<file path="config.mk">
export PLATFORM = sky130hd
export DESIGN_NAME = keypad_scanner_flat
export DESIGN_NICKNAME = d
export VERILOG_FILES = /design/src/rtl/keypad_scanner_pkg.sv /design/src/rtl/keypad_scanner_if.sv /design/src/rtl/keypad_scanner_sync_2ff.sv /design/src/rtl/keypad_scanner.sv /design/src/flat_wrapper.sv
export SDC_FILE = /design/constraint.sdc
export NUM_CORES = 1
export LEC_CHECK = 0
export CORE_MARGIN = 1.5
export CORE_UTILIZATION = 54
export CTS_CLUSTER_DIAMETER = 80
export CTS_CLUSTER_SIZE = 8
export DETAILED_ROUTE_END_ITERATION = 8
export GPL_ROUTABILITY_DRIVEN = 0
export GPL_TIMING_DRIVEN = 1
export PLACE_DENSITY_LB_ADDON = 0.25
export SYNTH_ARGS = -nofsm -noshare
export SYNTH_HDL_FRONTEND = slang
export SYNTH_SLANG_ARGS = --single-unit
</file>
<file path="constraint.sdc">
create_clock -name clk -period 2.3 [get_ports clk]
set_input_delay 0.46 -clock clk [delete_from_list [all_inputs] [get_ports clk]]
set_output_delay 0.46 -clock clk [all_outputs]
set_load 0.05 [all_outputs]
</file>
<file path="src/rtl/keypad_scanner_pkg.sv">
// Shared types and constants for the 4x4 keypad scanner.
//   kp_state_t  : scanner FSM state encoding
//   KEY_CODE    : 4-bit code of each key, indexed [row][col]
//   lowest_low  : index of the lowest-numbered active-low row in a row vector
package keypad_pkg;

    typedef enum logic [1:0] {
        SCAN        = 2'd0,
        DEB_PRESS   = 2'd1,
        HOLD        = 2'd2,
        DEB_RELEASE = 2'd3
    } kp_state_t;

    localparam logic [3:0] KEY_CODE [4][4] = '{
        '{4'h1, 4'h2, 4'h3, 4'hA},
        '{4'h4, 4'h5, 4'h6, 4'hB},
        '{4'h7, 4'h8, 4'h9, 4'hC},
        '{4'hE, 4'h0, 4'hF, 4'hD}
    };

    // Only meaningful when at least one bit of rows is low.
    function automatic logic [1:0] lowest_low(input logic [3:0] rows);
        if (!rows[0])      return 2'd0;
        else if (!rows[1]) return 2'd1;
        else if (!rows[2]) return 2'd2;
        else               return 2'd3;
    endfunction

endpackage

</file>
<file path="src/rtl/keypad_scanner_if.sv">
// Key output bundle from the keypad scanner to the data-entry stage.
//   entrada  : code of the last accepted key
//   push     : one-cycle strobe, entrada valid in the same cycle
//   key_held : accepted key still held (release not yet debounced)
// master = scanner side (drives), slave = data-entry side (receives).
interface keypad_scanner_if;
    logic [3:0] entrada;
    logic       push;
    logic       key_held;

    modport master (output entrada, output push, output key_held);
    modport slave  (input  entrada, input  push, input  key_held);
endinterface

</file>
<file path="src/rtl/keypad_scanner_sync_2ff.sv">
// Two-stage synchronizer for the asynchronous keypad rows.
//   clk : sampling clock
//   rst : asynchronous active-low reset; both stages reset to all-ones
//         (idle level of the pulled-up rows)
//   d   : asynchronous input
//   q   : synchronized output
module sync_2ff #(
    parameter int WIDTH = 4
) (
    input  logic             clk,
    input  logic             rst,
    input  logic [WIDTH-1:0] d,
    output logic [WIDTH-1:0] q
);

    logic [WIDTH-1:0] meta;

    always_ff @(posedge clk or negedge rst) begin
        if (!rst) begin
            meta <= '1;
            q    <= '1;
        end else begin
            meta <= d;
            q    <= meta;
        end
    end

endmodule

</file>
<file path="src/rtl/keypad_scanner.sv">
// 4x4 matrix keypad scanner with press/release debounce and key encoding.
//   clk     : system clock
//   rst     : asynchronous active-low reset
//   row_in  : keypad rows, active-low, asynchronous
//   col_out : column drive, active-low, one bit low at a time
//   kp      : entrada / push / key_held towards the data-entry stage
//
// state       | meaning
// ------------+-----------------------------------------------------------
// SCAN        | rotate columns, sample rows on last cycle of each column
// DEB_PRESS   | column frozen, count stable-low cycles of the latched row
// HOLD        | key accepted and held, waiting for the latched row to rise
// DEB_RELEASE | count stable-high cycles before resuming the scan
module keypad_scanner
    import keypad_pkg::*;
#(
    parameter int SCAN_CYCLES     = 27000,
    parameter int DEBOUNCE_CYCLES = 270000
) (
    input  logic             clk,
    input  logic             rst,
    input  logic [3:0]       row_in,
    output logic [3:0]       col_out,
    keypad_scanner_if.master kp
);

    localparam int SCAN_W = $clog2(SCAN_CYCLES);
    localparam int DEB_W  = $clog2(DEBOUNCE_CYCLES);

    localparam logic [SCAN_W-1:0] SCAN_LAST  = SCAN_W'(SCAN_CYCLES - 1);
    localparam logic [DEB_W-1:0]  PRESS_LAST = DEB_W'(DEBOUNCE_CYCLES - 1);
    // The HOLD cycle that first sees the row high is itself the first of the
    // DEBOUNCE_CYCLES high samples, so DEB_RELEASE needs one fewer.
    localparam logic [DEB_W-1:0]  REL_LAST   = DEB_W'(DEBOUNCE_CYCLES - 2);

    logic [3:0]        row_s;
    kp_state_t         state_q, state_d;
    logic [1:0]        col_q, col_d;
    logic [1:0]        row_q, row_d;
    logic [SCAN_W-1:0] scan_q, scan_d;
    logic [DEB_W-1:0]  deb_q, deb_d;
    logic [3:0]        ent_q, ent_d;
    logic              push;
    logic              row_hi;

    sync_2ff #(.WIDTH(4)) u_sync (
        .clk (clk),
        .rst (rst),
        .d   (row_in),
        .q   (row_s)
    );

    assign row_hi = row_s[row_q];

    always_ff @(posedge clk or negedge rst) begin
        if (!rst) begin
            state_q <= SCAN;
            col_q   <= 2'd0;
            row_q   <= 2'd0;
            scan_q  <= '0;
            deb_q   <= '0;
            ent_q   <= 4'h0;
        end else begin
            state_q <= state_d;
            col_q   <= col_d;
            row_q   <= row_d;
            scan_q  <= scan_d;
            deb_q   <= deb_d;
            ent_q   <= ent_d;
        end
    end

    always_comb begin
        state_d = state_q;
        col_d   = col_q;
        row_d   = row_q;
        scan_d  = scan_q;
        deb_d   = deb_q;
        ent_d   = ent_q;
        push    = 1'b0;

        unique case (state_q)
            SCAN: begin
                if (scan_q == SCAN_LAST) begin
                    scan_d = '0;
                    if (row_s != 4'hF) begin
                        row_d   = lowest_low(row_s);
                        deb_d   = '0;
                        state_d = DEB_PRESS;
                    end else begin
                        col_d = col_q + 2'd1;
                    end
                end else if (scan_q != '1) begin
                    scan_d = scan_q + 1'b1;
                end
            end

            DEB_PRESS: begin
                if (row_hi) begin
                    deb_d   = '0;
                    scan_d  = '0;
                    col_d   = col_q + 2'd1;
                    state_d = SCAN;
                end else if (deb_q == PRESS_LAST) begin
                    push    = 1'b1;
                    ent_d   = KEY_CODE[row_q][col_q];
                    deb_d   = '0;
                    state_d = HOLD;
                end else if (deb_q != '1) begin
                    deb_d = deb_q + 1'b1;
                end
            end

            HOLD: begin
                if (row_hi) begin
                    deb_d   = '0;
                    state_d = DEB_RELEASE;
                end
            end

            DEB_RELEASE: begin
                if (!row_hi) begin
                    deb_d   = '0;
                    state_d = HOLD;
                end else if (deb_q == REL_LAST) begin
                    deb_d   = '0;
                    scan_d  = '0;
                    col_d   = col_q + 2'd1;
                    state_d = SCAN;
                end else if (deb_q != '1) begin
                    deb_d = deb_q + 1'b1;
                end
            end

            default: state_d = SCAN;
        endcase
    end

    assign col_out     = ~(4'b0001 << col_q);
    // The new code is presented during the push cycle itself; ent_q picks it
    // up at the end of that cycle and holds it afterwards.
    assign kp.entrada  = push ? ent_d : ent_q;
    assign kp.push     = push;
    assign kp.key_held = (state_q == HOLD) || (state_q == DEB_RELEASE);

endmodule

</file>
<file path="src/flat_wrapper.sv">
// flat-port wrapper written by rule: the top's interface ports become plain ports
module keypad_scanner_flat import keypad_pkg::*;
#(
    parameter int SCAN_CYCLES     = 27000,
    parameter int DEBOUNCE_CYCLES = 270000
)
  (clk, rst, row_in, col_out, kp_entrada, kp_push, kp_key_held);
  keypad_scanner_if kp_i ();
  input  logic clk;
  input  logic rst;
  input  logic [3:0] row_in;
  output logic [3:0] col_out;
  output wire logic [$bits(kp_i.entrada)-1:0] kp_entrada;
  output wire logic [$bits(kp_i.push)-1:0] kp_push;
  output wire logic [$bits(kp_i.key_held)-1:0] kp_key_held;
  assign kp_entrada = kp_i.entrada;
  assign kp_push = kp_i.push;
  assign kp_key_held = kp_i.key_held;
  keypad_scanner #(.SCAN_CYCLES(SCAN_CYCLES), .DEBOUNCE_CYCLES(DEBOUNCE_CYCLES)) u_core (.clk(clk), .rst(rst), .row_in(row_in), .col_out(col_out), .kp(kp_i));
endmodule
</file>
# Yosys cells after proc, flatten, opt, wreduce, memory -nomap -nowiden
# Cells that the tools add are included.
[classes]
muxes = 47
n_reduce_logical = 8
bitwise = 3
addsub = 3
n_lt_le_gt_ge = 3
n_eq_ne = 19
shifts = 1
[ops]
columns = ["op", "count"]
rows = [
  ["$mux W19", 8],
  ["$pmux W19 S4", 1],
  ["$mux W15", 5],
  ["$pmux W15 S3", 1],
  ["$eq A19 B19 Y1 const B", 2],
  ["$bmux W16 S2", 1],
  ["$mux W16", 2],
  ["$mux W2", 14],
  ["$mux W4", 6],
  ["$add A19 B1 Y19 const B", 1],
  ["$ne A19 B19 Y1 const B", 1],
  ["$add A15 B1 Y15 const B", 1],
  ["$eq A15 B15 Y1 const B", 1],
  ["$ne A15 B15 Y1 const B", 1],
  ["$ne A2 B1 Y1 const B", 6],
  ["$reduce_and A5 Y1", 2],
  ["$bmux W4 S2", 1],
  ["$pmux W2 S4", 1],
  ["$ge A3 B3 Y1 const B", 2],
  ["$ne A3 B1 Y1 const B", 2],
  ["$not A2 Y3", 2],
  ["$pmux W2 S3", 1],
  ["$reduce_and A3 Y1", 2],
  ["$reduce_and A6 Y1", 1],
  ["other kinds (14)", 19],
]
[totals]
input_bits = 6
word_cells = 92
output_inout_bits = 10
reg_bits = 52

# Logic depth before layout (Yosys ltp)
[logic_depth]
word_depth = 11
depth_mapped = 8

# Hierarchy
# From an unflattened synthesis, not the netlist that was laid out.
[unflattened]
hier_cells = 322
area_unflattened_um2 = 2927.8
[by_module_without_submodules]
columns = ["mod", "seq_area_each_um2", "cells_each", "area_per_inst_um2", "n_inst"]
rows = [
  ["keypad_scanner", 1101.1, 314, 2717.6, 1],
  ["sync_2ff", 210.2, 8, 210.2, 1],
]

# Least setup slack after synthesis
# OpenSTA, ideal clock, no wires.
[synth_path]
path_type = "register -> output"
start = "reg u_core.row_q[0]"
end = "out kp_entrada[1]"
required_ns = 1.840
path_slack_ns = -0.928
arrival_time_ns = 2.768
path_stages_with_launch = 6
path_buffers = 2
cell_sequence = "dfrtp_1 buf_6 mux4_2 or4_4 buf_6 o21ai_0"
[synth_between]
elab_chain_cells = 11
elab_cells_between_ends = 15
[synth_lines]
columns = ["element", "line_no", "rtl"]
rows = [
  ["from (decl)", "keypad_scanner.sv:39", "logic [1:0] row_q, row_d;"],
  ["from (signal assigned)", "keypad_scanner.sv:66", "row_q <= row_d;"],
  ["$not A2 Y3 (implied by the code)", "keypad_scanner.sv:106", "ent_d = KEY_CODE[row_q][col_q];"],
  ["$bmux W16 S2", "keypad_scanner.sv:106", ""],
  ["$mux W16 (implied by the code) (2 in a row)", "keypad_scanner.sv:106", ""],
  ["$bmux W4 S2", "keypad_scanner.sv:106", ""],
  ["$mux W4 (implied by the code) (2 in a row)", "keypad_scanner.sv:106", ""],
  ["$mux W4", "keypad_scanner.sv:104", "end else if (deb_q == PRESS_LAST) begin"],
  ["$mux W4", "keypad_scanner.sv:99", "if (row_hi) begin"],
  ["$mux W4", "keypad_scanner.sv:82", "unique case (state_q)"],
  ["$mux W4 *", "keypad_scanner.sv:142", "assign kp.entrada = push ? ent_d : ent_q;"],
  ["to (decl)", "flat_wrapper.sv:13", "output wire logic [$bits(kp_i.entrada)-1:0] kp_entrada;"],
]
# Every way passes the cells marked *; elsewhere a longest branch is shown, timed or not. The select of a mux whose other input is x is not followed.

# Worst setup path after layout
[layout_path]
start = "reg u_core.row_q[0]"
end = "out kp_entrada[2]"
# The elaborated chain is that of the path after synthesis.

==> impl_metrics.toml <==
[synth]
synthFlopType = "dfrtp_1"
netlist_area_um2 = 2960
postSynthAreaPerCell_um2 = 9.47
ys_ff_latch = 52
netlist_instances = 313
synth_edf_count = 0
synth_top_area_share_pct = 37.1
yosysSeqAreaShare_pct = 44.2
yosysTopAreaCell = "dfrtp_1"
synthTopCellsByArea = "dfrtp_1 37%, dfstp_2 7.1%, nor2_1 4.8%"
syn-num-nets = 326
yosys_warnings = 0
yosysUniqueCellTypes = 55
ys_async_sr_fraction_pct = 100

[clocking]
ctsHoldBuffers = 0
cts_tree = "built"
clk_path_buf_depth = 2
insertion_delay_ps = 320
cts-htree-levels = 2
numCtsBuffers = 5
cts_root_buffer = "clkbuf_8"
path_clk_slew_ps = 110
cts.sinks = 52

[finish]
layout.cells.non_filler = 440
areaGrowthSynthToFinish_pct = 25.7
n_antenna_cell = 0
final_core_util_pct = 71.6
drive_gt1_share_pct = 28.1
n_fill_cell = 372
layout.nets = 382

[die]
start_util_pct = 56.9
die_h_um = 77.1
io_pins = 16
die_w_um = 77.1
core_um2 = 5200
die_area_um2 = 5940
num_rows = 26

[timing]
finalMaxSlewViolations = 0
hold_viol_final = 0
fin_setup_tns_ps = -1900
slew_headroom_pct = 51.8
fin_skew_ps = 12.1
fmax_mhz = 364
fin_crit_sh_pct = 119
worst_slew_pin_slew_ps = 716
period_minus_slack_ps = 2740
worst_slack_ps = -444
rsz0062_at_grt = "yes"
setup_viol = 5
timing.hold.ws_ps = 133

[global_routing]
grt_pass1_wl_um = 11800
overflow = 0
grt_pass1_vias = 2576
grt_use_total_pct = 24.9
antenna_found_initial = 0
grt_max_degree = 28

[run_status]
violations = "negative setup slack"
status = "complete, but fails checks"

[setup_path]
worstPathArrival_ps = 2280
critPathBufInv = 1
slowest_stage = "or4_4"
required_ps = 1840
startpoint_type = "register"
cp_max_fo = 6
r2r_setup_slack_ps = 50
crit_chain = "mux4_2 -> or4_4 -> nor3_2 -> a21o_4 -> buf_12"
endpoint_kind = "output port"
crit_type = "reg2out"
crit_family = "simple AND/OR/NAND/NOR gates"
critPathMaxStageDelay_ps = 560

[route]
routed_wl_um = 6740
firstDrtPassIters = 5
routedWlPerCell_um = 15.3
ant_nets = 0
drc_errors = 0
drtIter0Drc = 140
viasPerCell = 5.71
num_vias = 2511

[power_and_ir_drop]
powerDensity_nw_per_um2 = 416
leakagePower_uw = 0.00163
vdd_drop_max_mv = 0.311

[placement]
port_buffers = 15
hpwl_um = 5010
dp.cells = 430

[flow_run]
maxCapViolations = 0

[min_path]
hp-class = "in2async"
[through the flow]
stage               total power, uW  setup WS [ps]  area, um2
floorplan                       953           -222       2990
global placement                989          -95.3       3530
detailed placement              991           -159       3530
CTS                            1570           -459       3700
global route                   1610           -520       3730
finish                         1550           -444       3730
[routing by layer]
layer	vias up	track usage [%]	share of wire, %
met5	-	0	0
met1	1223	32.5	44
li1	1219	-	-
met3	9	3.93	2.9
met4	0	9.27	1.5
met2	60	41.9	51
[logic make-up (layout without fill, tap and decap cells)]
kind of cell / after synthesis / in the layout / share of synthesized area (%)
XOR/XNOR: 18 / 18 / 6.33
AO/OA/AOI/OAI: 60 / 60 / 13.3
AND/OR/NAND/NOR: 143 / 143 / 26.0
adder cells (fa/ha/maj): 7 / 7 / 2.95
multiplexers: 6 / 6 / 2.83
flip-flops: 52 / 52 / 44.2
buffers and inverters: 27 / 84 / 4.35
[layout make-up]
type                            count  area (um2)  area share (%)
Clock inverter                      3        28.8           0.772
Inverter                           15        56.3            1.51
Timing Repair Buffer               61         558            15.0
Tap cell                           70        87.6            2.35
Sequential cell                    52        1310            35.2
Multi-Input combinational cell    234        1620            43.4
Clock buffer                        5        68.8            1.85
[synth_stat cells, types with 2 or more instances]
master	number
nand2_1	20
nand2b_1	5
or3_1	3
and3_1	8
clkbuf_1	5
nor3b_1	5
dfstp_2	8
nor2_1	38
mux2_4	2
a31o_2	2
xnor2_2	4
buf_6	3
ha_1	7
and4_1	2
o21ai_0	22
and2_1	2
nor4_1	2
mux2i_1	2
o31ai_1	4
buf_2	3
o22ai_1	2
a31oi_1	5
xnor2_1	12
a21o_1	7
nand4_1	9
nor2b_1	4
or2_2	2
dfrtp_1	44
a21oi_1	10
nand3_1	20
xor2_1	2
inv_1	15
nor3_1	12
[worst paths after layout]
check | from | to | depth (start not counted)
hold / removal | rst | u_core.ent_q[3]$_DFF_PN0_ | 1
max in group asynchronous | rst | u_core.scan_q[1]$_DFFE_PN0P_ | 2
min in group clk | u_core.u_sync.meta[1]$_DFF_PN1_ | u_core.u_sync.q[1]$_DFF_PN1_ | 0
hold reg to reg | u_core.u_sync.meta[1]$_DFF_PN1_ | u_core.u_sync.q[1]$_DFF_PN1_ | 0
setup / recovery | u_core.row_q[0]$_DFFE_PN0P_ | kp_entrada[2] | 5
setup reg to reg | u_core.row_q[0]$_DFFE_PN0P_ | u_core.deb_q[1]$_DFFE_PN0P_ | 9
[report_power, final]
part           switching, uW  total (uW)  internal [uW]
sequential              3.09         930            926
combinational           26.9        47.1           20.2
clock                    343         573            230
total                    373        1550           1180
[sequential cells by signal (all words and copies together) (netlist names), named ones only]
register and cells:
u_core.u_sync.q 4, u_core.col_q 2, u_core.scan_q 15, u_core.deb_q 19, u_core.row_q 2, u_core.ent_q 4
u_core.u_sync.meta 4, u_core.state_q 1
[timing repair]
item / CTS / global route
pin swaps: 1 / 2
setup endpoints to repair: 9 / 33
setup buffers: 2 / 0
gates resized for setup: 11 / 7
[cells in the final DEF, fill, tap and decap left out, types with 3 or more instances in the layout]
cell type	count
a21o_1	4
a21o_4	3
a21oi_1	10
a31oi_1	5
and3_1	8
buf_12	6
buf_4	45
buf_6	4
clkbuf_8	5
clkdlybuf4s50_1	5
dfrtp_1	44
dfstp_2	8
ha_1	7
inv_1	15
nand2_1	19
nand2b_1	5
nand3_1	20
nand4_1	9
nor2_1	38
nor2b_1	4
nor3_1	11
nor3b_1	4
o21ai_0	19
o31ai_1	4
or3_1	3
xnor2_1	12
xnor2_2	4
Power figures use the tool's default switching activity.
==> RTL edit, RTL diff (same settings) <==
The 4 states of `kp_state_t` get a one-hot encoding in 4 bits.
--- a/src/rtl/keypad_scanner_pkg.sv
+++ b/src/rtl/keypad_scanner_pkg.sv
@@ -5,9 +5,9 @@
 package keypad_pkg;
 
-    typedef enum logic [1:0] {
-        SCAN        = 2'd0,
-        DEB_PRESS   = 2'd1,
-        HOLD        = 2'd2,
-        DEB_RELEASE = 2'd3
+    typedef enum logic [3:0] {
+        SCAN        = 4'b0001,
+        DEB_PRESS   = 4'b0010,
+        HOLD        = 4'b0100,
+        DEB_RELEASE = 4'b1000
     } kp_state_t;
 
Check against the original RTL: same outputs for any inputs over 10 cycles, from zero or initial values and one cycle with rst low; not proved beyond that.
==> RTL edit against the original RTL <==
  * The flow still finishes with violations (negative setup slack)
  * Sequential cell count up 2
  * Synthesized area up 3.1%
  * Non-clock buffer count up 31
  * Sequential share of layout area down 3.0 points
  * Routed wire length up 20%
  * Worst hold slack better by 0.024 ns
  * Design area up 14%
  * Combinational power down 2%
  * Total power up 2.7%
  * First-iteration DRC count up 64%
  * Clock power up 1%
  * Global-route usage up 1.9 points
  * Worst setup slack worse by 0.40 ns
  * Die area up 3.0%
  * Largest cell class unchanged
  * Highest routed layer unchanged
==> RTL edit: results (changes against the original RTL) <==
- Ys async rst share: 100% (unchanged)
- Biggest regs: u_core.deb_q: 19 flops, u_core.scan_q: 15 flops
- Via count: 2936 (+17%)
- Start point of the critical path: u_core.deb_q[6]$_DFFE_PN0P_
- Post-DP HPWL: 5.52 mm (+10%)
- Number of fill cells: 368 (-1.1%)
- Root Driver: clkbuf_8
- CTS Buffer Depth: 2 (unchanged)
- RR Endpoint: u_core.scan_q[10]$_DFFE_PN0P_
- Clock skew: 0.0138 ns (+0.00173 ns)
- H-tree Lvls: 2 (unchanged)
- FF-to-FF setup slack: -0.33 ns (-0.38 ns)
- Routed WL: 8.07 mm (+20%)
- 1st-iter DRT viols: 230 (+64%)
- Total track usage: 26.9% (+1.9 points)
- CP peak stage delay: 0.54 ns (-0.02 ns)
- Register area share after synthesis: 44.6% (+0.34 points)
- Final setup fails: 43 (+38)
- Clk_lat worst skew: 0.32 ns (about the same)
- Yosys Warn Count: 0 (unchanged)
- Layout cells sized above 1: 35.3% (+7.2 points)
- Clk pin slew, worst setup/hold paths: 0.11 ns (about the same)
- Nets: 437 (+14%)
- Worst hold slack: 0.157 ns (+0.0241 ns)
- Status: finished, violations left
- Pin count of the biggest net entering global routing: 29 (+3.6%)
- Commonest cells post-synth: dfrtp_1, o21ai_0, nand2_1
- CP max-delay cell: or4_4
- CP Max Fanout: 7 (+1)
- ANT cells: 0 (unchanged)
- Failing checks: negative setup slack
- FF-to-FF Start: u_core.deb_q[6]$_DFFE_PN0P_
- Slack of the critical path: -0.840 ns (-0.397 ns)
- Post-Syn Nets: 351 (+7.7%)
- Gr ovfl total: 0 (unchanged)
- Worst vdd ir: 0.000341 V (+9.7%)
- First-pass GRT wire length: 12.9 mm (+9.6%)
- Pre-CTS setup slack: -0.428 ns (-0.269 ns)
- Slew HR: 55.7% (+3.9 points)
- Reg2reg path depth: 8 (-1)
- CP delay by family, top: simple AND/OR/NAND/NOR gates
- Largest cells by area after synthesis: dfrtp_1, dfstp_2, o21ai_0
- Critical path endpoint: kp_entrada[3]
- Pleak: 1.86 nW (+14%)
- Num CTS Buffers: 5 (unchanged)
- Arrival @ worst endpoint: 2.68 ns (+0.40 ns)
- Post-synthesis cell type count: 56 (+1.8%)
- Fin. max-slew vios: 0 (unchanged)
RTL edit: cell count changes after synthesis, moves of 6 or more:
cell      unedited run  this run
or3_1                3        10
a21oi_1             10        20
o31ai_1              4        10
xnor2_1             12         3
clkbuf_1             5        12
nor2_1              38        26
o21ai_0             22        30
nor3_1              12         5
o21ai_1              0         8
nand2_1             20        28
RTL edit: logic make-up (layout without fill, tap and decap cells):
kind of cell	Yosys count	in the layout	share of synthesized area (%)
adders and majority gates	7	7	2.87
DFF	54	54	44.6
muxes	5	5	2.17
buffers and inverters	27	113	3.60
xor gates and xnor gates	4	4	1.15
AOI/OAI and AO/OA	95	95	19.5
and+or+nand+nor	146	147	26.2
RTL edit: area by class of cell:
class,count,area share (%)
Clock inverter,3,0.620
Timing Repair Buffer,92,19.3
Multi-Input combinational cell,258,43.0
Sequential cell,54,32.2
Inverter,13,1.15
Clock buffer,5,1.62
Tap cell,72,2.13
RTL edit: where the power goes:
group          leakage, nW  internal [mW]  switching [mW]
Sequential           0.714          0.962         0.00288
Clock               0.0495          0.227           0.354
Combinational         1.10         0.0180          0.0280
RTL edit: timing repair:
item	in CTS	in global routing
gates resized for setup	16	30
cloned	2	0
endpoints found under the setup margin	40	44
buffers inserted	1	5
pin swaps	5	10
RTL edit: metal layers:
metal	GRT usage [%]	wire [µm]	part of all wire, %
met1	30.9	3330	41
met2	49.1	4350	54
met3	5.00	248	3.1
met4	10.4	144	1.8
met5	0	0	0
RTL edit: stage by stage:
stage                     instances  TNS (ns)  cell area (µm²)  util [%]
after floorplan                 338     -2.40             3160         -
after global placement          481     -4.82             3890      71.2
after detailed placement        481     -6.45             3890      71.2
after CTS                       492     -7.59             4070      74.4
after global routing            497    -15.01             4240      77.4
final                           497    -11.89             4240      77.4
